$ cat config.mk
export PLATFORM = sky130hd
export DESIGN_NAME = seq_alu_param
export DESIGN_NICKNAME = d
export VERILOG_FILES = /design/src/rtl/alu_param_pkg.sv /design/src/rtl/alu_addsub.sv /design/src/rtl/seq_alu_param.sv
export SDC_FILE = /design/constraint.sdc
export NUM_CORES = 1
export LEC_CHECK = 0
export CAP_MARGIN = 40
export CORE_MARGIN = 2
export CORE_UTILIZATION = 45
export CTS_BUF_LIST = sky130_fd_sc_hd__clkbuf_4
export CTS_CLUSTER_DIAMETER = 100
export DETAILED_ROUTE_END_ITERATION = 10
export PLACE_DENSITY_LB_ADDON = 0.12
export SYNTH_ARGS = -nofsm -noshare
export SYNTH_HDL_FRONTEND = slang
export SYNTH_SLANG_ARGS = --single-unit
$ cat constraint.sdc
create_clock -name clk -period 13.8 [get_ports clk]
set_input_delay 2.07 -clock clk [delete_from_list [all_inputs] [get_ports clk]]
set_output_delay 2.07 -clock clk [all_outputs]
set_load 0.01 [all_outputs]
$ cat src/rtl/alu_param_pkg.sv
// alu_param_pkg
//   Shared definitions for seq_alu_param:
//   - the operation mode encoding,
//   - the controller state enum,
//   - a two's-complement negate helper.
package alu_param_pkg;

    localparam logic [2:0] MODE_MULU = 3'd0;
    localparam logic [2:0] MODE_DIVU = 3'd1;
    localparam logic [2:0] MODE_SRL  = 3'd2;
    localparam logic [2:0] MODE_AVGU = 3'd3;
    localparam logic [2:0] MODE_MULS = 3'd4;
    localparam logic [2:0] MODE_DIVS = 3'd5;
    localparam logic [2:0] MODE_SLL  = 3'd6;
    localparam logic [2:0] MODE_SRA  = 3'd7;

    // Widest value the negate helper handles.
    // Callers zero-extend into it and truncate the result back.
    // This is exact modulo 2^n, so it covers WIDTH up to 64.
    localparam int NEG_MAX_W = 128;

    typedef enum logic [2:0] {
        IDLE,
        MUL,
        DIV,
        SHIFT,
        AVG,
        FIX,
        OUT
    } alu_state_e;

    function automatic logic [NEG_MAX_W-1:0] twos_neg(input logic [NEG_MAX_W-1:0] v);
        return ~v + NEG_MAX_W'(1);
    endfunction

endpackage

$ cat src/rtl/alu_addsub.sv
// alu_addsub
//   N-bit adder/subtractor shared by the multiply, divide and average paths.
//   Ports:
//     a_i, b_i  operands
//     sub_i     1 selects a_i - b_i, 0 selects a_i + b_i
//     y_o       result (N bits; the top bit is the carry or borrow)
module alu_addsub #(
    parameter int N = 33
) (
    input  logic [N-1:0] a_i,
    input  logic [N-1:0] b_i,
    input  logic         sub_i,
    output logic [N-1:0] y_o
);

    assign y_o = sub_i ? (a_i - b_i) : (a_i + b_i);

endmodule

$ cat src/rtl/seq_alu_param.sv
// seq_alu_param
//   Multi-cycle integer ALU.
//   Accepts one operation per valid pulse while idle.
//   Multiply and divide run WIDTH shift-add / shift-subtract steps.
//   Signed multiply/divide work on magnitudes and fix the sign in a FIX cycle.
//   Ports:
//     clk, rst_n  clock and asynchronous active-low reset
//     valid       request, sampled only in IDLE
//     mode        operation select
//     in_A, in_B  operands
//     ready       one-cycle result pulse
//     out         result (2*WIDTH bits), zero unless ready
//     dz          divide-by-zero flag, qualified by ready
module seq_alu_param
    import alu_param_pkg::*;
#(
    parameter int WIDTH = 32
) (
    input  logic                 clk,
    input  logic                 rst_n,
    input  logic                 valid,
    input  logic [2:0]           mode,
    input  logic [WIDTH-1:0]     in_A,
    input  logic [WIDTH-1:0]     in_B,
    output logic                 ready,
    output logic [2*WIDTH-1:0]   out,
    output logic                 dz
);

    localparam int CW = $clog2(WIDTH);
    localparam int W2 = 2 * WIDTH;

    alu_state_e       state_q, state_d;
    logic [CW-1:0]    cnt_q, cnt_d;
    logic [2:0]       mode_q, mode_d;
    logic [WIDTH-1:0] a_q, a_d, b_q, b_d;
    logic [W2-1:0]    acc_q, acc_d;
    logic             sa_q, sa_d, sb_q, sb_d, dzp_q, dzp_d;
    logic             ready_q, ready_d, dz_q, dz_d;
    logic [W2-1:0]    out_q, out_d;

    logic [WIDTH:0]   as_x, as_y, as_sum;
    logic             as_sub;
    logic             in_signed, div_take;
    logic [WIDTH-1:0] a_mag, b_mag, sh_res, fix_q, fix_r;
    logic [W2-1:0]    neg_full;
    logic [WIDTH-1:0] neg_lo, neg_hi;

    // Shared adder routing:
    //   MUL adds B to the high half.
    //   DIV subtracts B from the shifted partial remainder.
    //   AVG adds the two operands.
    assign as_sub = (state_q == DIV);
    assign as_x   = (state_q == MUL) ? {1'b0, acc_q[W2-1:WIDTH]}   :
                    (state_q == DIV) ? {1'b0, acc_q[W2-2:WIDTH-1]} : {1'b0, a_q};
    assign as_y   = {1'b0, b_q};

    alu_addsub #(.N(WIDTH + 1)) u_addsub (
        .a_i   (as_x),
        .b_i   (as_y),
        .sub_i (as_sub),
        .y_o   (as_sum)
    );

    always_comb begin
        state_d = state_q;
        cnt_d   = cnt_q;
        mode_d  = mode_q;
        a_d     = a_q;
        b_d     = b_q;
        acc_d   = acc_q;
        sa_d    = sa_q;
        sb_d    = sb_q;
        dzp_d   = dzp_q;
        ready_d = 1'b0;
        out_d   = '0;
        dz_d    = 1'b0;

        in_signed = (mode == MODE_MULS) || (mode == MODE_DIVS);
        a_mag     = (in_signed && in_A[WIDTH-1]) ? WIDTH'(twos_neg(NEG_MAX_W'(in_A))) : in_A;
        b_mag     = (in_signed && in_B[WIDTH-1]) ? WIDTH'(twos_neg(NEG_MAX_W'(in_B))) : in_B;

        // When the partial remainder carries out of bit 2W-1, the shifted value
        // is at least 2^W, which exceeds any divisor. The subtraction then always
        // succeeds, and its low WIDTH bits are the exact new remainder.
        div_take  = acc_q[W2-1] | ~as_sum[WIDTH];

        neg_full  = W2'(twos_neg(NEG_MAX_W'(acc_q)));
        neg_lo    = WIDTH'(twos_neg(NEG_MAX_W'(acc_q[WIDTH-1:0])));
        neg_hi    = WIDTH'(twos_neg(NEG_MAX_W'(acc_q[W2-1:WIDTH])));
        fix_q     = (sa_q ^ sb_q) ? neg_lo : acc_q[WIDTH-1:0];
        fix_r     = sa_q ? neg_hi : acc_q[W2-1:WIDTH];

        case (mode_q)
            MODE_SLL: sh_res = a_q << b_q[CW-1:0];
            MODE_SRA: sh_res = $signed(a_q) >>> b_q[CW-1:0];
            default:  sh_res = a_q >> b_q[CW-1:0];
        endcase

        case (state_q)
            IDLE: begin
                cnt_d = '0;
                if (valid) begin
                    mode_d = mode;
                    sa_d   = in_signed & in_A[WIDTH-1];
                    sb_d   = in_signed & in_B[WIDTH-1];
                    a_d    = a_mag;
                    b_d    = b_mag;
                    dzp_d  = 1'b0;
                    case (mode)
                        MODE_MULU, MODE_MULS: begin
                            acc_d   = {{WIDTH{1'b0}}, a_mag};
                            state_d = MUL;
                        end
                        MODE_DIVU, MODE_DIVS: begin
                            if (in_B == '0) begin
                                acc_d   = {in_A, {WIDTH{1'b1}}};
                                dzp_d   = 1'b1;
                                state_d = OUT;
                            end else begin
                                acc_d   = {{WIDTH{1'b0}}, a_mag};
                                state_d = DIV;
                            end
                        end
                        MODE_SRL, MODE_SLL, MODE_SRA: state_d = SHIFT;
                        default:                      state_d = AVG;
                    endcase
                end
            end
            MUL: begin
                // {carry, hi, lo} >> 1 after the conditional add
                acc_d = acc_q[0] ? {as_sum, acc_q[WIDTH-1:1]} : {1'b0, acc_q[W2-1:1]};
                cnt_d = cnt_q + CW'(1);
                if (cnt_q == CW'(WIDTH - 1)) state_d = mode_q[2] ? FIX : OUT;
            end
            DIV: begin
                acc_d = div_take ? {as_sum[WIDTH-1:0], acc_q[WIDTH-2:0], 1'b1}
                                 : {acc_q[W2-2:0], 1'b0};
                cnt_d = cnt_q + CW'(1);
                if (cnt_q == CW'(WIDTH - 1)) state_d = mode_q[2] ? FIX : OUT;
            end
            SHIFT: begin
                acc_d   = {{WIDTH{1'b0}}, sh_res};
                state_d = OUT;
            end
            AVG: begin
                acc_d   = {{WIDTH{1'b0}}, as_sum[WIDTH:1]};
                state_d = OUT;
            end
            FIX: begin
                if (mode_q == MODE_MULS) begin
                    if (sa_q ^ sb_q) acc_d = neg_full;
                end else begin
                    acc_d = {fix_r, fix_q};
                end
                state_d = OUT;
            end
            OUT: begin
                ready_d = 1'b1;
                out_d   = acc_q;
                dz_d    = dzp_q;
                acc_d   = '0;
                state_d = IDLE;
            end
            default: state_d = IDLE;
        endcase
    end

    always_ff @(posedge clk or negedge rst_n) begin
        if (!rst_n) begin
            state_q <= IDLE;
            cnt_q   <= '0;
            mode_q  <= '0;
            a_q     <= '0;
            b_q     <= '0;
            acc_q   <= '0;
            sa_q    <= 1'b0;
            sb_q    <= 1'b0;
            dzp_q   <= 1'b0;
            ready_q <= 1'b0;
            out_q   <= '0;
            dz_q    <= 1'b0;
        end else begin
            state_q <= state_d;
            cnt_q   <= cnt_d;
            mode_q  <= mode_d;
            a_q     <= a_d;
            b_q     <= b_d;
            acc_q   <= acc_d;
            sa_q    <= sa_d;
            sb_q    <= sb_d;
            dzp_q   <= dzp_d;
            ready_q <= ready_d;
            out_q   <= out_d;
            dz_q    <= dz_d;
        end
    end

    assign ready = ready_q;
    assign out   = out_q;
    assign dz    = dz_q;

endmodule

After elaboration in Yosys (flattened, before gate mapping)
Cells that the tools add are included.
Storage, ports and cells
  register bits: 208
  output and inout port bits: 66
  logic and storage cells: 101
Operators by class
  add/sub/neg operators: 8
  equal/unequal tests: 22
  shift operators: 3
  multiplexer cells: 28
  bitwise operators: 10
  reductions and logical operators: 17
Operators with widths (number)
  2-to-1 mux 64 bit: 7
  one-hot mux 64 bit (7 select lines): 1
  2-to-1 mux 32 bit: 6
  adder 32 x 1 -> 32 bit (second input constant): 4
  inverter 32 bit: 4
  one-hot mux 64 bit (2 select lines): 1
  adder 64 x 1 -> 64 bit (second input constant): 1
  inverter 64 bit: 1
  one-hot mux 32 bit (2 select lines): 1
  adder 32 x 32 -> 33 bit: 1
  2-to-1 mux 33 bit: 1
  subtractor 32 x 32 -> 33 bit: 1
  zero test 32 bit: 1
  left shift 32 x 5 -> 32 bit: 1
  >> shifter 32 x 5 -> 32 bit: 1
  >>> shifter 32 x 5 -> 32 bit: 1
  == test 3 bit (second input constant): 10
  one-hot mux 3 bit (3 select lines): 2
  one-hot mux 5 bit (2 select lines): 1
  == test 3 x 2 -> 1 bit (second input constant): 3
  2-to-1 mux 3 bit: 3
  nonzero test 7 bit: 1
  == test 3 x 1 -> 1 bit (second input constant): 2
  zero test 3 bit: 2
  20 further kinds: 31

Longest topological paths before layout
  depth after elaboration: 9
  mapped depth: 23
  gate-level depth less buffers: 17

Modules after synthesis
From an unflattened synthesis, not the netlist that was laid out.
Unflattened totals
  cells, all modules: 2547
  area total of the unflattened synthesis: 19907.8 um2
By module, submodules not included
  seq_alu_param: times used 1, cells each 2178, area each 17370.4 um2, seq. area each 5205.0 um2
  alu_addsub: times used 1, cells each 369, area each 2537.4 um2, seq. area each 0.0 um2

Worst setup path before layout
OpenSTA, ideal clock, no wires.
  kind: reg2reg
  from: reg b_q[0]
  to: reg acc_q[51]
  library setup time: 0.128 ns
  data arrival time: 4.887 ns
  path slack: 8.786 ns
  cell stages (with the launch flop): 21
  clock period less this slack: 5.014 ns
  cells stage by stage: dfrtp_1 buf_2 buf_2 clkbuf_1 nor4_1 nand2_1 nor3b_1 nand2_1 nor2_1 a21oi_1 xnor2_1 ha_1 a21oi_1 o21ai_0 a311o_1 a31o_1 o31ai_2 buf_6 mux2_1 a221oi_1 nor3_1
On the way
  longest elaborated chain between the ends: 6
  elaborated cells on any way between the ends: 8
  classes of those cells: add/sub (2); mux (4); bitwise (2)
RTL lines
  start, declared: RTL line seq_alu_param.sv:36  | logic [WIDTH-1:0] a_q, a_d, b_q, b_d;
  start signal, assigned: RTL line seq_alu_param.sv:175  | b_q <= '0;
  start signal, assigned: RTL line seq_alu_param.sv:188  | b_q <= b_d;
  adder 32 x 32 -> 33 bit / subtractor 32 x 32 -> 33 bit (equally long branches): RTL line alu_addsub.sv:16  | assign y_o = sub_i ? (a_i - b_i) : (a_i + b_i);
  2-to-1 mux 33 bit (*): RTL line alu_addsub.sv:16
  inverter 1 bit: RTL line seq_alu_param.sv:86  | div_take = acc_q[W2-1] | ~as_sum[WIDTH];
  OR 1 bit: RTL line seq_alu_param.sv:86
  2-to-1 mux 64 bit: RTL line seq_alu_param.sv:137  | acc_d = div_take ? {as_sum[WIDTH-1:0], acc_q[WIDTH-2:0], 1'b1}
  one-hot mux 64 bit (7 select lines) (*): RTL line seq_alu_param.sv:100  | case (state_q)
  end signal, assigned: RTL line seq_alu_param.sv:176  | acc_q <= '0;
  end signal, assigned: RTL line seq_alu_param.sv:189  | acc_q <= acc_d;
  end, declared: RTL line seq_alu_param.sv:37  | logic [W2-1:0] acc_q, acc_d;
Every way passes the cells marked *; elsewhere a longest branch is shown, timed or not.
A chain may end at the register's enable or synchronous reset.

Final worst setup path
  from: reg b_q[1]
  to: reg acc_q[36]
The elaborated chain is that of the path after synthesis.

==> flow_summary.toml <==
[sta]
measured_slew_at_the_worst_slew_check_pin_ns = 1.062
timing_hold_violations_final = 0
grt_setup_unrepaired = "no"
fin_skew_ns = 0.1140
slew_viol_final = 0
slew_headroom = 0.2828
finalCritPeriodShare = 0.4731
final-setup-viol-count = 0
timing.setup.tns_ns = 0
period_minus_slack_ns = 6.529
achievable-frequency_mhz = 153.2

[cells_and_area]
multi_input_area_sq_um = 13880
num-fill-cells = 4422
areaGrowthSynthToFinish_pct = 11.56
final-seq-area_sq_um = 5225
post_route_cells_drive_above_1_share = 0.09782
num-nets-final = 2783

[synth]
yosysTopAreaCellShare = 0.2570
syn_inst = 2674
postSynthNetCount = 2784
synth_simple_gate_area_frac = 0.2057
synth_compound_area_frac = 0.2744
ys_seq_elements = 208
ys_top_cells_by_area = "sky130_fd_sc_hd__dfrtp_1, sky130_fd_sc_hd__a21oi_1, sky130_fd_sc_hd__o21ai_0"
netlist_area_sq_um = 20250
syn_area_per_cell_sq_um = 7.574
synth.most_common_cell = "sky130_fd_sc_hd__nand2_1"
synth.top_cells.by_count = "sky130_fd_sc_hd__nand2_1, sky130_fd_sc_hd__a21oi_1, sky130_fd_sc_hd__nor2_1, sky130_fd_sc_hd__o21ai_0, sky130_fd_sc_hd__dfrtp_1"
yosys_warning_count = 0
most_frequently_used_flop_master_after_synthesis = "sky130_fd_sc_hd__dfrtp_1"
ys_seq_area_frac = 0.2570
synth_top_family_by_area = "compound AO/OA/AOI/OAI gates"
synthMuxAreaShare = 0.1087
synth.distinct_cells = 91
cell_type_with_the_highest_aggregate_area_in_the_netlist = "sky130_fd_sc_hd__dfrtp_1"
adder_cell_fraction_of_synth_area = 0.02607
number_of_enable_type_register_cells_in_the_synthesized_netlist = 0
share_of_synthesized_flip_flops_with_an_asynchronous_set_or_reset = 1.000
synth_xor_area_frac = 0.06790

[worst_hold_path]
hold_end = "dz"
hold_path.startpoint = "dzp_q"
worst_hold_path.num_cells = 1
timing.hold.worst.class = "reg2reg"

[critical_path]
timing.rr.start = "b_q[1]"
r2r_endpoint = "acc_q[36]"
critical_path.startpoint_type = "register"
required_worst_endpoint_ns = 14.55
critical_setup_path_kind = "reg2reg"
crit_fanout = 69
ff2ff_setup_slack_ns = 7.27
r2r_cells = 18
worst_setup_path_end_kind = "register"
timing.critical_path.arrival_ns = 7.28

[grt]
number_of_antenna_violations_at_the_first_check_in_global_routing = 10
grt_max_degree = 97
vias_in_the_first_global_route = 20730
wire_length_of_the_first_global_routing_pass_mm = 132.5
grt_use_total = 0.3724
final_global_route_overflow_total = 0

[place]
dp_hpwl_mm = 66.86
port_buffers = 135
place.gp.congestion = 1.013

[route]
total_wirelength_of_the_detailed_routed_design_mm = 89.48
number_of_vias_in_the_routed_layout = 22230
vias_per_cell = 6.723
final_antenna_net_count = 0
detail_route.wl_per_cell_microns = 27.06
route.detailed.drc = 0
detailedRoute.firstIterationViolations = 2922
drt-pass1-iter-count = 8

[clock_network]
cts_htree_levels = 2
postCtsSetupRepairBufs = 0
insertion_delay_ns = 0.88
clock_path_buffers = 3
tritoncts = "done"
postCtsHoldBufs = 0
cts.sinks = 208
cts_buffers = 59
clkSlewWorstSetupHoldPaths_ns = 0.07
cts_repair_resize_count = 0
cts_root_buffer = "sky130_fd_sc_hd__clkbuf_4"

[flow_run]
max-cap-violations = 0

[floorplan]
fp.dieH_microns = 216.1
core.rowCount = 77
initial_cell_density_of_the_core = 0.4570
die_area_sq_um = 46720
die_width_microns = 216.1
core_area_sq_um = 44320
io-pin-count = 136

[status]
outcome = "finished clean"
## cells in the final DEF, fill, tap and decap left out, drive strengths merged, types with 10 or more instances in the layout
master / instances
nand2: 312
a21oi: 300
nor2: 255
o21ai: 247
dfrtp: 208
clkdlybuf4s50: 134
xnor2: 101
nor3: 89
clkbuf: 81
mux2i: 76
inv: 57
buf: 57
xor2: 56
o22ai: 53
and2: 51
mux4: 50
nand3: 45
ha: 39
a31oi: 37
a211oi: 34
a221oi: 32
nor4: 32
o211ai: 31
mux2: 28
o31ai: 23
a21o: 22
o221ai: 18
nand2b: 17
nand4: 17
o21a: 16
clkinv: 15
or3: 13
nor2b: 12
and3: 11
or4: 11
a22oi: 10
a221o: 10
## cell type report
| class | instances | area share |
|---|---|---|
| Multi-Input combinational cell | 2155 | 0.6143 |
| Sequential cell | 208 | 0.2313 |
| Timing Repair Buffer | 191 | 0.08014 |
| Tap cell | 592 | 0.03279 |
| Clock buffer | 81 | 0.02691 |
| Inverter | 58 | 0.009636 |
| Clock inverter | 16 | 0.004320 |
| Antenna cell | 6 | 0.0006646 |
## worst max path at each step
| stage | start | to | slack (ns) |
|---|---|---|---|
| 6_report | b_q[1] | acc_q[36] | 7.27 |
| 5_1_grt | b_q[1] | acc_q[36] | 6.84 |
| 4_1_cts | b_q[1] | acc_q[36] | 7.48 |
| 3_5_place_dp | b_q[1] | acc_q[36] | 7.40 |
| 3_3_place_gp | b_q[1] | acc_q[36] | 7.48 |
| 2_1_floorplan | b_q[0] | acc_q[51] | 8.79 |
## critical path, cell delays in order (launching register included)
cell and delay [ns]:
sky130_fd_sc_hd__dfrtp_2 0.38, sky130_fd_sc_hd__buf_4 0.38, sky130_fd_sc_hd__nor4_1 0.87, sky130_fd_sc_hd__nand2_1 0.22, sky130_fd_sc_hd__nor3b_1 0.72, sky130_fd_sc_hd__nand2_1 0.20, sky130_fd_sc_hd__nor2_1 0.24, sky130_fd_sc_hd__a21oi_1 0.11
sky130_fd_sc_hd__xnor2_1 0.27, sky130_fd_sc_hd__ha_1 0.35, sky130_fd_sc_hd__a21oi_1 0.34, sky130_fd_sc_hd__o21ai_0 0.14, sky130_fd_sc_hd__a311o_1 0.43, sky130_fd_sc_hd__a31o_1 0.26, sky130_fd_sc_hd__o31ai_4 0.21, sky130_fd_sc_hd__buf_4 0.51
sky130_fd_sc_hd__mux2_2 0.40, sky130_fd_sc_hd__a221oi_1 0.33, sky130_fd_sc_hd__a211oi_1 0.09
## through the flow
step	hold slack (ns)	setup WS (ns)	instances	cell area, sq um	util
floorplan	0.4379	8.786	2674	20250	-
global placement	0.4592	7.481	3190	21730	0.4904
detailed placement	0.4878	7.399	3204	21870	0.4935
CTS	0.4868	7.476	3301	22580	0.5095
global route	0.5132	6.840	3302	22580	0.5095
finish	0.4739	7.271	3307	22590	0.5098
## sequential cells by signal, summed over array words and instances, names as in the netlist
name and count:
dzp_q 1, b_q 32, sb_q 1, cnt_q 5
mode_q 3, ready 1, sa_q 1, dz 1
out 64, acc_q 64, a_q 32, state_q 3
## per-layer routing
metal,GRT usage,part of all wire,vias up
met4,0.2110,0.062,8
li1,-,-,9807
met3,0.09291,0.11,300
met5,0,0.00057,-
met1,0.4702,0.38,10680
met2,0.5812,0.45,1438
## logic make-up after synthesis
group / Yosys count
compound gates: 909
simple gates: 893
buf+inv: 311
flops: 208
xor+xnor: 157
mux: 154
fa+ha+maj: 42
Power is not shown: default switching activity piles up to over one toggle a cycle in this logic, so the estimate is an artifact.
